File: src/rtl/mem_arbiter.sv
// mem_arbiter: shares one memory port between the CPU core (master 0) and a
// second bus master (master 1). Round-robin arbitration, one command in
// flight at a time, fixed-latency read sequencing, registered outputs.
module mem_arbiter #(
  parameter int AW         = 32,
  parameter int DW         = 32,
  parameter int RD_LATENCY = 1
) (
  input  logic          clk,
  input  logic          reset,
  input  logic          m0_req,
  input  logic          m0_we,
  input  logic [AW-1:0] m0_addr,
  input  logic [DW-1:0] m0_wd,
  output logic          m0_gnt,
  output logic          m0_rvalid,
  output logic [DW-1:0] m0_rd,
  input  logic          m1_req,
  input  logic          m1_we,
  input  logic [AW-1:0] m1_addr,
  input  logic [DW-1:0] m1_wd,
  output logic          m1_gnt,
  output logic          m1_rvalid,
  output logic [DW-1:0] m1_rd,
  output logic          mem_we,
  output logic [AW-1:0] mem_addr,
  output logic [DW-1:0] mem_wd,
  input  logic [DW-1:0] mem_rd
);

  typedef enum logic [1:0] {
    IDLE  = 2'd0,
    ISSUE = 2'd1,
    WAIT  = 2'd2
  } state_t;

  // WAIT lasts RD_LATENCY cycles, so the counter starts one below it.
  localparam logic [1:0] CNT_LOAD = 2'(RD_LATENCY - 1);

  state_t          state;
  state_t          state_nxt;
  logic            sel;      // master owning the command in flight
  logic            cmd_we;   // command in flight is a write
  logic            last;     // master granted most recently
  logic [1:0]      cnt;
  logic            any_req;
  logic            win;
  logic            win_we;
  logic [AW-1:0]   win_addr;
  logic [DW-1:0]   win_wd;

  // Winner selection: a lone requester wins; on contention the master not granted last wins.
  always_comb begin
    any_req  = m0_req | m1_req;
    win      = m1_req & (~m0_req | ~last);
    win_we   = win ? m1_we   : m0_we;
    win_addr = win ? m1_addr : m0_addr;
    win_wd   = win ? m1_wd   : m0_wd;
  end

  // State register.
  always_ff @(posedge clk or negedge reset) begin
    if (!reset) state <= IDLE;
    else        state <= state_nxt;
  end

  // Next-state logic: writes take IDLE->ISSUE->IDLE, reads add RD_LATENCY WAIT cycles.
  always_comb begin
    state_nxt = state;
    case (state)
      IDLE:    if (any_req) state_nxt = ISSUE;
      ISSUE:   state_nxt = cmd_we ? IDLE : WAIT;
      WAIT:    if (cnt == 2'd0) state_nxt = IDLE;
      default: state_nxt = IDLE;
    endcase
  end

  // Command latch, memory port drive, latency counter and read-data return.
  always_ff @(posedge clk or negedge reset) begin
    if (!reset) begin
      sel       <= 1'b0;
      cmd_we    <= 1'b0;
      last      <= 1'b1;
      cnt       <= 2'd0;
      m0_gnt    <= 1'b0;
      m1_gnt    <= 1'b0;
      m0_rvalid <= 1'b0;
      m1_rvalid <= 1'b0;
      m0_rd     <= '0;
      m1_rd     <= '0;
      mem_we    <= 1'b0;
      mem_addr  <= '0;
      mem_wd    <= '0;
    end else begin
      m0_gnt    <= 1'b0;
      m1_gnt    <= 1'b0;
      m0_rvalid <= 1'b0;
      m1_rvalid <= 1'b0;
      mem_we    <= 1'b0;
      case (state)
        IDLE: begin
          if (any_req) begin
            sel      <= win;
            cmd_we   <= win_we;
            last     <= win;
            mem_addr <= win_addr;
            mem_wd   <= win_wd;
            mem_we   <= win_we;
            m0_gnt   <= ~win;
            m1_gnt   <= win;
          end
        end
        ISSUE: begin
          if (!cmd_we) cnt <= CNT_LOAD;
        end
        WAIT: begin
          if (cnt == 2'd0) begin
            if (sel) begin
              m1_rd     <= mem_rd;
              m1_rvalid <= 1'b1;
            end else begin
              m0_rd     <= mem_rd;
              m0_rvalid <= 1'b1;
            end
          end else begin
            cnt <= cnt - 2'd1;
          end
        end
        default: ;
      endcase
    end
  end

endmodule

File: config.mk
export PLATFORM = sky130hd
export DESIGN_NAME = mem_arbiter
export DESIGN_NICKNAME = d
export VERILOG_FILES = /design/src/rtl/mem_arbiter.sv
export SDC_FILE = /design/constraint.sdc
export NUM_CORES = 1
export LEC_CHECK = 0
export CAP_MARGIN = 20
export CORE_MARGIN = 10
export CORE_UTILIZATION = 40
export CTS_CLUSTER_DIAMETER = 150
export DETAILED_ROUTE_END_ITERATION = 12
export GPL_TIMING_DRIVEN = 0
export PLACE_DENSITY = 0.81
export SETUP_SLACK_MARGIN = 0.05
export SYNTH_ARGS = -nofsm -noshare
export SYNTH_HDL_FRONTEND = slang
export SYNTH_SLANG_ARGS = --single-unit
File: constraint.sdc
create_clock -name clk -period 1.9 [get_ports clk]
set_clock_uncertainty 0.1 [all_clocks]
set_input_delay 0.19 -clock clk [delete_from_list [all_inputs] [get_ports clk]]
set_output_delay 0.19 -clock clk [all_outputs]
set_load 0.1 [all_outputs]
Word level (Yosys, flattened, before mapping)
Cells that the tools add are included.

word-level totals
  register bits after elaboration = 140
  output and inout bits = 133
  input port bits = 166

cells by class
  bitwise operators = 7
  reductions and logical operators = 8
  multiplexer cells = 22
  equal/unequal tests = 6
  add/sub/neg operators = 1

operators with widths
  cell                                                  number
  2-to-1 mux 32 bit                                     2
  2-to-1 mux 1 bit                                      13
  2-to-1 mux 2 bit                                      5
  AND reduction 3 bit                                   3
  != test 2 bit (second input constant)                 4
  case mux 2 bit (3 select lines)                       1
  zero test 2 bit                                       2
  inverter 1 bit                                        4
  case mux 2 bit (2 select lines)                       1
  AND reduction 2 bit                                   2
  equality test 2 x 1 -> 1 bit (second input constant)  1
  equality test 2 bit (second input constant)           1
  bitwise OR 1 bit                                      2
  nonzero test 2 bit                                    1
  subtractor 2 x 1 -> 2 bit (second input constant)     1
  bitwise AND 1 bit                                     1

Longest topological paths before layout
  word-level depth = 6
  depth in mapped cells = 6
  mapped depth without buffers = 5

Worst setup path after synthesis
No wires, ideal clock.

  path kind = register to register
  from = register cnt[0]
  to = register m0_rd[10]
  arrival time = 1.458 ns
  path slack = 0.216 ns
  stages on the path, launching flop included = 7
  path buffers = 2
  setup time = 0.126 ns
  period minus slack after synthesis = 1.684 ns
  path through = dfrtp_1 > inv_1 > ha_1 > and4bb_1 > buf_6 > buf_6 > mux2_4

between the ends
  cells in the longest elaborated chain, start to end = 2

RTL lines
  item                                  line  RTL
  from (decl)                           45    logic [1:0] cnt;
  from (signal assigned)                126   cnt <= cnt - 2'd1;
  zero test 2 bit                       117   if (cnt == 2'd0) begin
  AND reduction 3 bit (no source line)  --
  to (signal assigned)                  122   m0_rd <= mem_rd;
  to (decl)                             17    output logic [DW-1:0] m0_rd,

No other way between the ends.
A chain may end at the register's enable or synchronous reset.

Final worst setup path
  from = register cnt[0]
  to = register m0_rd[7]

The elaborated chain is that of the path after synthesis.

==> metrics.yaml <==
hp-class: "input port to asynchronous set/reset pin"
syn_inst: 398
io_buffers: 298
critPathMaxStageDelay_ns: 0.40
cp_slowest_cell: "dfrtp_1"
hold_viol_final: 0
crit_buf_inv: 3
crit_chain: "inv_1 -> ha_2 -> and4bb_1 -> buf_6 -> buf_6 -> mux2_4"
place_hpwl_um: 16600
syn_nets: 565
worst_pin_slew_ns: 0.677
met3_length_um: 2190
post-route-util: 0.683
criticalPathCategory: "register to register"
wirelength_um: 20600
track_usage: 0.205
nFillCells: 1005
post-place-ws_ns: -0.160
setup_violations: 0
muxShareOfSynthArea: 0.147
drive_gt1_frac: 0.315
fp.dieH_um: 141
setup_ws_ns: 0.118
cp.required_ns: 2.10
dpl_cell_area_um2: 9100
slew_viol_final: 0
final.min_clock_period_ns: 1.78
syn_avg_cell_area_um2: 14.7
synth_top_family_by_area: "multiplexers"
dieArea_um2: 19900
cp_top_family: "flip-flops"
startpoint: "cnt[0]"
via_per_inst: 5.21
timing.fmax_ghz: 0.561
hold_ws_ns: 0.269
cts_tree: "built"
period_share: 0.938
ios: 299
ctsLongestPathBuffers: 2
rows: 44
drv_cap: 0
max_slew_margin: 0.548
cts_root_buffer: "clkbuf_16"
detailedRoute.firstIterationViolations: 216
grt_antenna_before_repair: 0
synthAdderAreaFrac: 0.00213
syn2layout_area_growth_pct: 68.1
ys_seq_area_frac: 0.598
grt_start_max_net_pins: 72
rsz0062_at_grt: "yes"
met2_wirelength_um: 10300
clock_sinks: 140
cts_setup_buffers: 0
critPathLaunchType: "register"
ant_nets: 0
synth_xor_area_frac: 0
wire_per_inst_um: 22.5
yosysTopAreaCell: "dfrtp_1"
cpMostUsedCell: "buf_6"
cts.clk_slew.worst_paths_ns: 0.06
core_area_um2: 14400
r2r-start: "cnt[0]"
fin_nets: 884
crit_arrival_ns: 1.98
stdcell_area_um2: 9850
gp_congestion: 0.905
synth_top_area_frac: 0.594
synth.distinct_cells: 28
drcViolationCount: 0
grt_first_pass_wirelength_um: 32000
cp_max_fo: 10
yosys_warnings: 0
first_pass_iters: 4
overflow: 0
cts_htree_levels: 4
drt-met1-wl_um: 7650
synth-seq-cells: 140
synth_compound_area_frac: 0.118
die_w_um: 141
dr.max_layer_used: "met4"
syn_area_um2: 5860
critPathCaptureType: "register"
diodes: 0
yosys.area_share.simple: 0.0880
start_util: 0.406
vias: 4758
cts_buffers: 17
outcome: "complete, no violations"
synthTopCellsByArea: "dfrtp_1, a221o_1, mux2_4"
clk_latency_ns: 0.41
grt_pass1_vias: 5545
cell usage after synthesis (all sizes together):
cell / number
and3: 65
mux2i: 3
nor2: 4
and2: 1
dfstp: 1
a31o: 1
mux2: 64
o21ai: 1
or2: 1
a21boi: 1
nand2b: 2
ha: 1
a21oi: 1
and4bb: 1
inv: 5
a21o: 2
nand4b: 1
dfrtp: 139
nand2: 3
nor4b: 1
a221o: 64
clkbuf: 9
buf: 27
area by class of cell:
type	count	area (um^2)	area share
plain buffers	36	260	0.0264
clock buffers	19	453	0.0460
clock inverters	13	116	0.0118
inverters	5	18.8	0.00191
multi-input cells	217	2080	0.211
flip-flops and latches	140	3500	0.356
well taps	184	230	0.0234
repair buffers	300	3190	0.324
path summary, 6_finish.rpt:
path	to	slack (ns)	depth (start not counted)
max in group asynchronous	mem_wd[13]	0.67	3
min in group clk	mem_wd[0]	0.28	2
worst min-delay path	m0_rd[5]	0.27	2
worst min register to register	m1_rd[9]	0.39	1
worst max register to register	m0_rd[7]	0.12	6
worst max-delay path	m0_rd[7]	0.12	6
worst reg2reg max path, cell delays in order, from the launching register on:
cell and delay, ns:
dfrtp_1 0.40, inv_1 0.07, ha_2 0.23, and4bb_1 0.22
buf_6 0.14, buf_6 0.19, mux2_4 0.32
routing by layer:
layer / vias to the layer above / GRT usage
li1: 2163 / -
met1: 2340 / 0.213
met2: 228 / 0.348
met3: 27 / 0.101
met4: 0 / 0.0815
met5: - / 0
state kept, by name, indices dropped and copies added (netlist names):
signal / flops
state: 2
cmd_we: 1
mem_we: 1
mem_wd: 32
m1_gnt: 1
mem_addr: 32
m0_rvalid: 1
m0_rd: 32
sel: 1
last: 1
m1_rd: 32
m0_gnt: 1
m1_rvalid: 1
cnt: 2
logic make-up (layout without fill, tap and decap cells):
kind of cell / Yosys count / in the layout
multiplexers: 67 / 67
AND/OR/NAND/NOR: 79 / 79
adder cells (fa/ha/maj): 1 / 1
buffers and inverters: 41 / 373
flip-flops: 140 / 140
AO/OA/AOI/OAI: 70 / 70
placed cells by master, fill, tap and decap left out, types with 2 or more instances in the layout:
master           count
clkinv_2             4
mux2_4              29
mux2_1              35
dfrtp_1            139
clkdlybuf4s50_1    164
mux2i_1              3
clkdlybuf4s15_2    133
inv_6                3
buf_2               13
nand2b_1             2
clkinv_4             2
a221o_1             64
and3_1              64
a21o_1               2
nor2_1               3
buf_6               14
clkbuf_8             2
clkinvlp_4           3
inv_1                5
clkbuf_1             9
clkbuf_16           17
nand2_1              3
stage by stage:
| step | instances | setup TNS [ns] |
|---|---|---|
| floorplan | 398 | 0 |
| global placement | 880 | -673.93 |
| detailed placement | 881 | -3.61 |
| CTS | 914 | 0 |
| global route | 914 | 0 |
| finish | 914 | 0 |
what timing repair did:
action / 4_1_cts / 5_1_grt
endpoints found under the hold margin: 69 / 0
cloned: 0 / 0
hold buffers: 1 / 0
resized for setup: 399 / 1
setup endpoints to repair: 133 / 36
Power is left out: the tool's default activity adds up to more than one toggle a clock period on the data nets, which glitch-free logic cannot reach.
